===== config.mk =====
export PLATFORM = sky130hd
export DESIGN_NAME = seq_chk_monitor
export DESIGN_NICKNAME = d
export VERILOG_FILES = /design/src/rtl/seq_chk_monitor.sv
export SDC_FILE = /design/constraint.sdc
export NUM_CORES = 1
export LEC_CHECK = 0
export ABC_AREA = 1
export CORE_ASPECT_RATIO = 1.2
export CORE_MARGIN = 1
export CORE_UTILIZATION = 58
export DETAILED_ROUTE_END_ITERATION = 10
export PLACE_DENSITY_LB_ADDON = 0.08
export SLEW_MARGIN = 15
export SYNTH_ARGS = -nofsm -noshare
export SYNTH_HDL_FRONTEND = slang
export SYNTH_SLANG_ARGS = --single-unit

===== constraint.sdc =====
create_clock -name clk_i -period 1.7 [get_ports clk_i]
set_input_delay 0.17 -clock clk_i [delete_from_list [all_inputs] [get_ports clk_i]]
set_output_delay 0.17 -clock clk_i [all_outputs]
set_load 0.02 [all_outputs]

===== src/rtl/seq_chk_monitor.sv =====
// seq_chk_monitor: multi-channel checker for the handshake "a, then b after
// GAP_AB cycles, then c after GAP_BC cycles". Each channel keeps saturating
// pass/fail counters; completions are queued per channel and drained through a
// single timestamped valid/ready event slot.

// Per-channel check thread plus its pass/fail counters.
module seq_chk_ch #(
   parameter int GAP_AB = 1,
   parameter int GAP_BC = 1,
   parameter int CNT_W  = 8
) (
   input  logic             clk_i,
   input  logic             rst_ni,
   input  logic             en_i,
   input  logic             clr_i,
   input  logic             a_i,
   input  logic             b_i,
   input  logic             c_i,
   output logic             done_o,
   output logic             pass_o,
   output logic             busy_o,
   output logic [CNT_W-1:0] pass_cnt_o,
   output logic [CNT_W-1:0] fail_cnt_o
);

   typedef enum logic [1:0] {IDLE, WAIT_B, WAIT_C} state_e;

   localparam logic [7:0] GAB = 8'(GAP_AB);
   localparam logic [7:0] GBC = 8'(GAP_BC);

   state_e           state_q, state_d;
   logic [7:0]       dly_q, dly_d;
   logic [CNT_W-1:0] pcnt_q, pcnt_d;
   logic [CNT_W-1:0] fcnt_q, fcnt_d;

   // State and delay counter registers
   always_ff @(posedge clk_i or negedge rst_ni) begin
      if (!rst_ni) begin
         state_q <= IDLE;
         dly_q   <= '0;
      end else begin
         state_q <= state_d;
         dly_q   <= dly_d;
      end
   end

   // Thread sequencing; the check edge is the one where the delay hits 0,
   // i.e. where the registered value is still 1.
   always_comb begin
      state_d = state_q;
      dly_d   = dly_q;
      done_o  = 1'b0;
      pass_o  = 1'b0;
      if (!en_i) begin
         state_d = IDLE;
         dly_d   = '0;
      end else begin
         case (state_q)
            IDLE: begin
               if (a_i) begin
                  state_d = WAIT_B;
                  dly_d   = GAB;
               end
            end
            WAIT_B: begin
               if (dly_q == 8'd1) begin
                  if (b_i) begin
                     state_d = WAIT_C;
                     dly_d   = GBC;
                  end else begin
                     // vacuous attempt: silently back to idle
                     state_d = IDLE;
                     dly_d   = '0;
                  end
               end else begin
                  dly_d = dly_q - 8'd1;
               end
            end
            WAIT_C: begin
               if (dly_q == 8'd1) begin
                  done_o  = 1'b1;
                  pass_o  = c_i;
                  state_d = IDLE;
                  dly_d   = '0;
               end else begin
                  dly_d = dly_q - 8'd1;
               end
            end
            default: begin
               state_d = IDLE;
               dly_d   = '0;
            end
         endcase
      end
   end

   // Saturating counters; clear wins over a same-edge increment
   always_comb begin
      pcnt_d = pcnt_q;
      fcnt_d = fcnt_q;
      if (clr_i) begin
         pcnt_d = '0;
         fcnt_d = '0;
      end else if (done_o) begin
         if (pass_o) begin
            if (pcnt_q != '1) pcnt_d = pcnt_q + 1'b1;
         end else begin
            if (fcnt_q != '1) fcnt_d = fcnt_q + 1'b1;
         end
      end
   end

   // Counter registers
   always_ff @(posedge clk_i or negedge rst_ni) begin
      if (!rst_ni) begin
         pcnt_q <= '0;
         fcnt_q <= '0;
      end else begin
         pcnt_q <= pcnt_d;
         fcnt_q <= fcnt_d;
      end
   end

   assign busy_o     = (state_q != IDLE);
   assign pass_cnt_o = pcnt_q;
   assign fail_cnt_o = fcnt_q;

endmodule

// Top: channel array, pending-event capture, priority drain into the slot.
module seq_chk_monitor #(
   parameter int CH     = 4,
   parameter int GAP_AB = 1,
   parameter int GAP_BC = 1,
   parameter int TS_W   = 16,
   parameter int CNT_W  = 8
) (
   input  logic                                 clk_i,
   input  logic                                 rst_ni,
   input  logic                                 en_i,
   input  logic                                 clr_cnt_i,
   input  logic [CH-1:0]                        a_i,
   input  logic [CH-1:0]                        b_i,
   input  logic [CH-1:0]                        c_i,
   input  logic                                 evt_ready_i,
   output logic                                 evt_valid_o,
   output logic [((CH > 1) ? $clog2(CH) : 1)-1:0] evt_ch_o,
   output logic                                 evt_pass_o,
   output logic [TS_W-1:0]                      evt_ts_o,
   output logic [CH*CNT_W-1:0]                  pass_cnt_o,
   output logic [CH*CNT_W-1:0]                  fail_cnt_o,
   output logic [CH-1:0]                        ovf_o,
   output logic [CH-1:0]                        busy_o
);

   localparam int CHW = (CH > 1) ? $clog2(CH) : 1;

   logic [CH-1:0]             done, pass;
   logic [CH-1:0][CNT_W-1:0]  pcnt, fcnt;

   logic [TS_W-1:0]           ts_q, ts_d;
   logic [CH-1:0]             pend_q, pend_d;
   logic [CH-1:0]             pend_pass_q, pend_pass_d;
   logic [CH-1:0][TS_W-1:0]   pend_ts_q, pend_ts_d;
   logic [CH-1:0]             ovf_q, ovf_d;

   logic                      evt_valid_q, evt_valid_d;
   logic [CHW-1:0]            evt_ch_q, evt_ch_d;
   logic                      evt_pass_q, evt_pass_d;
   logic [TS_W-1:0]           evt_ts_q, evt_ts_d;

   logic                      load, found;
   logic [CH-1:0]             move;
   logic [CHW-1:0]            sel_ch;
   logic                      sel_pass;
   logic [TS_W-1:0]           sel_ts;

   for (genvar g = 0; g < CH; g++) begin : g_ch
      seq_chk_ch #(
         .GAP_AB (GAP_AB),
         .GAP_BC (GAP_BC),
         .CNT_W  (CNT_W)
      ) u_ch (
         .clk_i      (clk_i),
         .rst_ni     (rst_ni),
         .en_i       (en_i),
         .clr_i      (clr_cnt_i),
         .a_i        (a_i[g]),
         .b_i        (b_i[g]),
         .c_i        (c_i[g]),
         .done_o     (done[g]),
         .pass_o     (pass[g]),
         .busy_o     (busy_o[g]),
         .pass_cnt_o (pcnt[g]),
         .fail_cnt_o (fcnt[g])
      );
   end

   // Slot can take a new event when empty or being consumed this edge
   assign load = !evt_valid_q || evt_ready_i;
   assign ts_d = ts_q + 1'b1;

   // Lowest-index pending channel wins the slot
   always_comb begin
      found    = 1'b0;
      move     = '0;
      sel_ch   = '0;
      sel_pass = 1'b0;
      sel_ts   = '0;
      for (int i = 0; i < CH; i++) begin
         if (pend_q[i] && !found) begin
            found    = 1'b1;
            move[i]  = load;
            sel_ch   = CHW'(i);
            sel_pass = pend_pass_q[i];
            sel_ts   = pend_ts_q[i];
         end
      end
   end

   // Pending capture; a completion whose previous event is still stuck drops
   // the new one and flags overflow, unless that old event leaves this edge.
   always_comb begin
      pend_d      = pend_q;
      pend_pass_d = pend_pass_q;
      pend_ts_d   = pend_ts_q;
      ovf_d       = ovf_q;
      for (int i = 0; i < CH; i++) begin
         if (move[i]) pend_d[i] = 1'b0;
         if (done[i]) begin
            if (pend_q[i] && !move[i]) begin
               ovf_d[i] = 1'b1;
            end else begin
               pend_d[i]      = 1'b1;
               pend_pass_d[i] = pass[i];
               pend_ts_d[i]   = ts_q;
            end
         end
      end
      if (clr_cnt_i) ovf_d = '0;
   end

   // Output slot: fields only change on a load, so they hold under backpressure
   always_comb begin
      evt_valid_d = evt_valid_q;
      evt_ch_d    = evt_ch_q;
      evt_pass_d  = evt_pass_q;
      evt_ts_d    = evt_ts_q;
      if (load) begin
         evt_valid_d = found;
         if (found) begin
            evt_ch_d   = sel_ch;
            evt_pass_d = sel_pass;
            evt_ts_d   = sel_ts;
         end
      end
   end

   // Timestamp, pending and slot registers
   always_ff @(posedge clk_i or negedge rst_ni) begin
      if (!rst_ni) begin
         ts_q        <= '0;
         pend_q      <= '0;
         pend_pass_q <= '0;
         pend_ts_q   <= '0;
         ovf_q       <= '0;
         evt_valid_q <= 1'b0;
         evt_ch_q    <= '0;
         evt_pass_q  <= 1'b0;
         evt_ts_q    <= '0;
      end else begin
         ts_q        <= ts_d;
         pend_q      <= pend_d;
         pend_pass_q <= pend_pass_d;
         pend_ts_q   <= pend_ts_d;
         ovf_q       <= ovf_d;
         evt_valid_q <= evt_valid_d;
         evt_ch_q    <= evt_ch_d;
         evt_pass_q  <= evt_pass_d;
         evt_ts_q    <= evt_ts_d;
      end
   end

   assign evt_valid_o = evt_valid_q;
   assign evt_ch_o    = evt_ch_q;
   assign evt_pass_o  = evt_pass_q;
   assign evt_ts_o    = evt_ts_q;
   assign pass_cnt_o  = pcnt;
   assign fail_cnt_o  = fcnt;
   assign ovf_o       = ovf_q;

endmodule

==> results of run 1 <==
[area by class of cell]
| type | instances | area share [%] |
|---|---|---|
| Clock inverter | 8 | 0.506 |
| Sequential cell | 216 | 39.1 |
| Multi-Input combinational cell | 982 | 36.6 |
| Clock buffer | 33 | 4.79 |
| Inverter | 124 | 3.43 |
| Timing Repair Buffer | 194 | 13.3 |
| Tap cell | 256 | 2.31 |
[power by group through the flow]
stage | sequential [mW] | clock [mW] | combinational [mW]
after floorplan | 6.58 | 0 | 2.31
after global placement | 6.37 | 0 | 3.78
after detailed placement | 6.38 | 0 | 3.89
after CTS | 6.31 | 4.96 | 3.91
after global routing | 6.41 | 5.16 | 4.60
final | 6.33 | 4.89 | 4.09
[cells in the mapped netlist, types with 6 or more instances]
cell and instances:
sky130_fd_sc_hd__nor2_2 12, sky130_fd_sc_hd__nor2_4 10, sky130_fd_sc_hd__nand3_1 120, sky130_fd_sc_hd__xor2_1 52, sky130_fd_sc_hd__o21ai_0 50, sky130_fd_sc_hd__buf_4 10
sky130_fd_sc_hd__a21oi_1 65, sky130_fd_sc_hd__buf_6 7, sky130_fd_sc_hd__nor2_1 159, sky130_fd_sc_hd__dfrtp_1 216, sky130_fd_sc_hd__nand2_1 360, sky130_fd_sc_hd__inv_1 117
sky130_fd_sc_hd__nand2_4 7, sky130_fd_sc_hd__nand4_1 22, sky130_fd_sc_hd__nand2_2 7, sky130_fd_sc_hd__o21ai_2 18, sky130_fd_sc_hd__ha_1 17, sky130_fd_sc_hd__nor3_1 17
sky130_fd_sc_hd__buf_2 11, sky130_fd_sc_hd__o21ai_1 22, sky130_fd_sc_hd__inv_2 6, sky130_fd_sc_hd__clkbuf_1 11
[logic make-up (layout without fill, tap and decap cells)]
| family | Yosys count | in the layout |
|---|---|---|
| buffers and inverters | 167 | 359 |
| AO/OA/AOI/OAI | 173 | 173 |
| flip-flops | 216 | 216 |
| AND/OR/NAND/NOR | 733 | 736 |
| adder cells (fa/ha/maj) | 17 | 17 |
| XOR/XNOR | 56 | 56 |
[what timing repair did]
| item | in CTS | in global routing |
|---|---|---|
| buffers inserted | 0 | 10 |
| resized for setup | 71 | 36 |
| hold endpoints to repair | 58 | 0 |
| pin swaps | 1 | 10 |
| hold buffers | 1 | 0 |
| endpoints found under the setup margin | 70 | 111 |
| cloned | 0 | 3 |
[per-layer routing]
| layer | global-route usage (%) | share of wire (%) | up-vias |
|---|---|---|---|
| li1 | - | - | 4755 |
| met1 | 36.9 | 44 | 4531 |
| met2 | 45.0 | 48 | 219 |
| met3 | 4.27 | 5.1 | 49 |
| met4 | 8.46 | 2.5 | 0 |
| met5 | 0 | 0 | - |
[state kept, by name, indices dropped and copies added (netlist names)]
signal,cells
ts_q,16
evt_ch_o,2
ovf_o,4
pend_ts_q,64
g_ch.u_ch.fail_cnt_o,32
evt_valid_o,1
evt_ts_o,16
pend_pass_q,4
pend_q,4
g_ch.u_ch.dly_q,32
evt_pass_o,1
g_ch.u_ch.state_q,8
g_ch.u_ch.pass_cnt_o,32
[cells in the final DEF (no fill, tap or decap), types with 3 or more instances in the layout]
cell	netlist	layout
sky130_fd_sc_hd__nor2_1	159	154
sky130_fd_sc_hd__o21ai_0	50	50
sky130_fd_sc_hd__nor3_4	3	3
sky130_fd_sc_hd__nand3_2	3	5
sky130_fd_sc_hd__buf_12	0	14
sky130_fd_sc_hd__clkbuf_8	0	5
sky130_fd_sc_hd__nand2_1	360	356
sky130_fd_sc_hd__o21ai_1	22	20
sky130_fd_sc_hd__nand3b_1	5	5
sky130_fd_sc_hd__o22ai_1	5	5
sky130_fd_sc_hd__dfrtp_2	0	5
sky130_fd_sc_hd__o32ai_1	3	3
sky130_fd_sc_hd__nand2_2	7	9
sky130_fd_sc_hd__clkbuf_1	11	5
sky130_fd_sc_hd__nor3_1	17	17
sky130_fd_sc_hd__xor2_1	52	52
sky130_fd_sc_hd__xnor2_1	4	4
sky130_fd_sc_hd__nand4_1	22	22
sky130_fd_sc_hd__and3_1	4	4
sky130_fd_sc_hd__nand2_4	7	10
sky130_fd_sc_hd__dlygate4sd2_1	0	65
sky130_fd_sc_hd__inv_1	117	114
sky130_fd_sc_hd__a21oi_1	65	65
sky130_fd_sc_hd__o21bai_1	5	5
sky130_fd_sc_hd__nor2_2	12	11
sky130_fd_sc_hd__nor2_4	10	16
sky130_fd_sc_hd__clkbuf_16	0	23
sky130_fd_sc_hd__inv_4	1	4
sky130_fd_sc_hd__inv_2	6	6
sky130_fd_sc_hd__ha_1	17	16
sky130_fd_sc_hd__dlymetal6s2s_1	0	4
sky130_fd_sc_hd__clkdlybuf4s50_1	0	37
sky130_fd_sc_hd__dfrtp_1	216	211
sky130_fd_sc_hd__o21ai_2	18	19
sky130_fd_sc_hd__buf_4	10	70
sky130_fd_sc_hd__clkinv_2	0	5
sky130_fd_sc_hd__nand3_1	120	119
[worst paths after layout]
kind	start	to	slack (ps)
setup / recovery	ovf_o[3]	ovf_o[3]	40
hold / removal	rst_ni	g_ch[3].u_ch.dly_q[2]	200
setup reg to reg	g_ch[3].u_ch.dly_q[4]	g_ch[3].u_ch.pass_cnt_o[0]	70
hold reg to reg	pend_pass_q[1]	pend_pass_q[1]	480
max in group asynchronous	rst_ni	g_ch[3].u_ch.pass_cnt_o[2]	880
min in group clk_i	a_i[1]	g_ch[1].u_ch.state_q[0]	280
==> impl_metrics.toml, run 1 <==
[run_status]
result_of_the_run = "complete, no violations"

[pwr]
design_power_total_mw = 15.3
power.leakage_nw = 7.14
sequentialPowerShare_pct = 41.3
switchingPower_mw = 4.88
switching_share_of_total_power_pct = 31.9
clockPowerShare_pct = 31.9
combinationalPowerShare_pct = 26.7
power.ir.vdd_worst_v = 0.000795
power_density_nw_per_um2 = 1110
internal-power_mw = 10.4

[global_route]
grt_max_degree = 60
via_count_of_the_first_global_routing_pass = 9166
antenna_violations_before_repair = 0
grt_first_pass_wirelength_um = 44000
gr-total-overflow = 0
grt.total_usage_pct = 27.3

[floorplan]
ios = 109
die_outline_area_sq_um = 19700
dieWidth_um = 128
floorplan.rows = 55
die_y_um = 153
start_util_pct = 59.0
area_of_the_core_region_sq_um = 18800

[worst_setup_path]
crit_path_top_delay_cell = "sky130_fd_sc_hd__clkdlybuf4s50_1"
crit_chain = "clkdlybuf4s50_1"
worst_ep_arrival_time_ps = 1490
cpLargestDelayFamily = "buffers and inverters"
worst-path-stages = 1
cp-start-kind = "flop"
path_max_fanout = 2
worstSetupPathType = "flop to output pin"
cp.buffers_inverters = 1
required_ps = 1530
reg2reg_depth = 9
worst_path_largest_cell_delay_ps = 610
timing.critical_path.to_type = "output pin"

[drt]
dr.first_iter.drc_count = 485
detail_route.wirelength_um = 26300
final_antenna_net_count = 0
drt_pass1_iterations = 5
vias_per_cell = 5.27
wl_per_cell_um = 14.5
detail_route.drc_violations = 0
via_count = 9554

[layout]
seqCellArea_sq_um = 5410
antenna_cells_inserted = 0
design.final.nets = 1575
multi_input_gate_area_sq_um = 5070
design_area_sq_um = 13900
postLayoutCoreUtil_pct = 73.8
num-fill-cells = 1486
fraction_of_layout_cells_with_a_size_suffix_above_1_pct = 13.9
synthToLayoutAreaGrowth_pct = 25.0
finish.cell_count_without_fillers = 1813

[clocking]
cts_buffers = 23
root_buffer = "sky130_fd_sc_hd__clkbuf_16"
clkSlewWorstSetupHoldPaths_ps = 60
htreeDepth = 1
cts_tree = "built"
clock_tree.buffer_depth = 3
worstSkewPairLatency_ps = 510
numClockSinks = 216

[synth]
seq_area_frac_synth_pct = 48.8
synth_area_sq_um = 11100
synth.mux.area_fraction_pct = 0
ys_warn_count = 0
yosysTopAreaCellShare_pct = 48.8
post_synth_and_or_nand_nor_area_fraction_pct = 29.4
proportion_of_register_bits_with_asynchronous_set_or_reset_after_synthesis_pct = 100
synth.largest_area_cell = "sky130_fd_sc_hd__dfrtp_1"
most_area_consuming_cells_after_synthesis = "sky130_fd_sc_hd__dfrtp_1 (49%), sky130_fd_sc_hd__nand2_1 (12%), sky130_fd_sc_hd__nand3_1 (5.4%)"
synth.avg_cell_area_sq_um = 8.14
synth_cell_type_count = 39
synthesis.instances = 1362
primary_ff_master_synth = "sky130_fd_sc_hd__dfrtp_1"
ys_ff_latch = 216
synth_fa_ha_area_share_pct = 1.92
synth_top_family_by_area = "simple AND/OR/NAND/NOR gates"
post_synth_xor_xnor_area_pct = 4.42
number_of_flops_mapped_to_enable_cells_by_yosys = 0
mappedNetlistNets = 1396
synth_compound_area_share_pct = 8.87

[placed_design]
dp.final_hpwl_um = 17800
placed_cells = 1758
post_dp_cell_area_sq_um = 13000
post_place_worst_slack_ps = -118
io_buffers = 108
globalplace.congestion = 0.820

[timing]
max_transition_margin_pct = 66.8
finalSetupViolations = 0
report.final.hold_viol_count = 0
max_slew.worst_pin.slew_ps = 498
hold_slack_ps = 202
maxClockFrequency_mhz = 601
finalCriticalPeriod_ps = 1660
grt_setup_unrepaired = "yes"
report.final.slew_viol_count = 0
worst_slack_ps = 36.5
finClkSkew_ps = 18.5
timing.final.crit_share_pct = 97.9
finalSetupTns_ps = 0

[hold_path]
min-delay-path-class = "input port to async pin"

[job]
max-cap-violations = 0
(Power assumes the default switching activity.)
==> inputs of run 2 (changes only) <==
SLEW_MARGIN = not set   (was 15)
==> results of run 2 <==
Same layout as run 1: the final DEF is identical, and so are final timing and power.
==> inputs of run 3 (changes only) <==
DONT_BUFFER_PORTS = 1   (was not set)
==> run 3 against run 2 <==
- the flow now finishes with violations (negative hold slack)
- routed wire length is 0.94% lower
- combinational power is 24% lower
- power is 4.9% lower
- worst setup slack better by 37 ps
- sequential power is 4.1% higher
- die area stayed put
- maximum frequency is 2.3% higher
- non-clock buffer count is 63 lower
- design area is 5.5% lower
- register-to-register slack hardly changed
- first-iteration DRC count is 32% higher
- flip-flop and latch count stayed put
- largest power group unchanged
==> impl_metrics.toml, run 3 (same netlist as run 1, synthesis figures left out) <==
[clocking]
clock_tree.buffer_depth = 3
postCtsHoldBufs = 25
worstSkewPairLatency_ps = 500
clkSlewWorstSetupHoldPaths_ps = 60
root_buffer = "sky130_fd_sc_hd__clkbuf_16"
cts_buffers = 23
numClockSinks = 216
cts_tree = "built"
htreeDepth = 1

[placed_design]
post_place_worst_slack_ps = 63.9
dp.final_hpwl_um = 17300
post_dp_cell_area_sq_um = 11900
globalplace.congestion = 0.893
io_buffers = 0
placed_cells = 1669

[global_route]
antenna_violations_before_repair = 0
grt_first_pass_wirelength_um = 43200
gr-total-overflow = 0
via_count_of_the_first_global_routing_pass = 8946
grt_max_degree = 217
grt.total_usage_pct = 26.9

[layout]
regMostFlops = "pend_ts_q"
layout.cells.most_common_list = "sky130_fd_sc_hd__nand2_1 (357), sky130_fd_sc_hd__dfrtp_1 (216), sky130_fd_sc_hd__nor2_1 (158)"
design_area_sq_um = 13100
fraction_of_layout_cells_with_a_size_suffix_above_1_pct = 15.0
antenna_cells_inserted = 0
commonest_non_fill_non_tap_cell_in_the_layout = "sky130_fd_sc_hd__nand2_1"
synthToLayoutAreaGrowth_pct = 18.1
finish.cell_count_without_fillers = 1749
design.final.nets = 1512
largest_register_ff_count = 64

[floorplan]
dieWidth_um = 128
floorplan.rows = 55
die_outline_area_sq_um = 19700
start_util_pct = 59.0
ios = 109
die_y_um = 153
area_of_the_core_region_sq_um = 18800

[pwr]
power.leakage_nw = 6.59
design_power_total_mw = 14.6
power_density_nw_per_um2 = 1110
power.ir.vdd_worst_v = 0.000692

[drt]
wl_per_cell_um = 14.9
detail_route.wirelength_um = 26100
final_antenna_net_count = 0
vias_per_cell = 5.33
via_count = 9320
drt_pass1_iterations = 5
dr.first_iter.drc_count = 641
detail_route.drc_violations = 0

[timing]
report.final.hold_viol_count = 216
max_transition_margin_pct = 64.9
maxClockFrequency_mhz = 615
report.final.slew_viol_count = 0
worst_slack_ps = 73.6
finalSetupViolations = 0
finalCriticalPeriod_ps = 1630
timing.final.crit_share_pct = 95.7
finalSetupTns_ps = 0
hold_slack_ps = -639
finClkSkew_ps = 11.5
max_slew.worst_pin.slew_ps = 526

[worst_setup_path]
cp.buffers_inverters = 3
cp-start-kind = "flop"
worstSetupPathType = "flop to flop"
worst_path_largest_cell_delay_ps = 360
cpLargestDelayFamily = "simple AND/OR/NAND/NOR gates"
crit_path_top_delay_cell = "sky130_fd_sc_hd__dfrtp_1"
timing.critical_path.to_type = "flop"
path_max_fanout = 33
required_ps = 2070
worst_ep_arrival_time_ps = 2000
crit_chain = "inv_1, ha_1, nand3_1, nor2_4, nand2_4, inv_4, nand2_2, buf_12, nand2_1, o21ai_1"

[job]
max-cap-violations = 0

[hold_path]
min-delay-path-class = "input port to async pin"

[run_status]
failed_checks = "negative hold slack"
result_of_the_run = "finished with violations"
==> run 3: worst paths after layout <==
kind / to / cells past startpoint / slack [ps] / from
setup / recovery: pend_ts_q[29] / 10 / 70 / g_ch[1].u_ch.dly_q[1]
hold / removal: g_ch[3].u_ch.dly_q[0] / 0 / -640 / rst_ni
setup reg to reg: pend_ts_q[29] / 10 / 70 / g_ch[1].u_ch.dly_q[1]
hold reg to reg: pend_ts_q[11] / 2 / 480 / pend_ts_q[11]
max in group asynchronous: pend_pass_q[1] / 0 / 2070 / rst_ni
min in group clk_i: g_ch[1].u_ch.fail_cnt_o[2] / 4 / 0 / c_i[1]
==> run 3: final cells by class <==
class / count / area, sq um
Clock buffer: 35 / 681
Clock inverter: 5 / 50.0
Tap cell: 256 / 320
Fill cell: 1514 / 5690
Multi-Input combinational cell: 980 / 5030
Inverter: 124 / 477
Timing Repair Buffer: 131 / 1120
Sequential cell: 216 / 5410
Timing Repair inverter: 2 / 15.0
==> run 3: repair_timing <==
action                                  4_1_cts  5_1_grt
setup buffers                                 0       12
endpoints found under the setup margin        0      119
gates resized for setup                       0       28
endpoints found under the hold margin       297      216
==> run 3: worst register-to-register path, stage by stage (launching register included) <==
cell	delay, ps
sky130_fd_sc_hd__dfrtp_1	360
sky130_fd_sc_hd__inv_1	80
sky130_fd_sc_hd__ha_1	180
sky130_fd_sc_hd__nand3_1	140
sky130_fd_sc_hd__nor2_4	160
sky130_fd_sc_hd__nand2_4	100
sky130_fd_sc_hd__inv_4	120
sky130_fd_sc_hd__nand2_2	70
sky130_fd_sc_hd__buf_12	170
sky130_fd_sc_hd__nand2_1	70
sky130_fd_sc_hd__o21ai_1	60
==> run 3: stage by stage <==
| step | utilization (%) | hold WS (ps) |
|---|---|---|
| 3_5_place_dp | 63.3 | -119 |
| 4_1_cts | 68.6 | -657 |
| 6_report | 69.7 | -639 |
| 2_1_floorplan | - | -126 |
| 3_3_place_gp | 63.3 | -120 |
| 5_1_grt | 69.7 | -661 |
==> run 3: power breakdown <==
group	internal [mW]	leakage, nW	total (mW)	switching [mW]
registers	5.83	2.94	6.59	0.762
logic	1.20	3.29	3.10	1.90
clock network	2.89	0.363	4.88	1.99
total	9.92	6.59	14.6	4.64
==> run 3: routing by layer <==
metal / wire length, um / global-route usage (%) / vias up
met5: 0 / 0 / -
met4: 758 / 9.69 / 0
met3: 1530 / 5.46 / 45
met2: 12600 / 44.3 / 248
met1: 11200 / 35.1 / 4404
li1: - / - / 4623
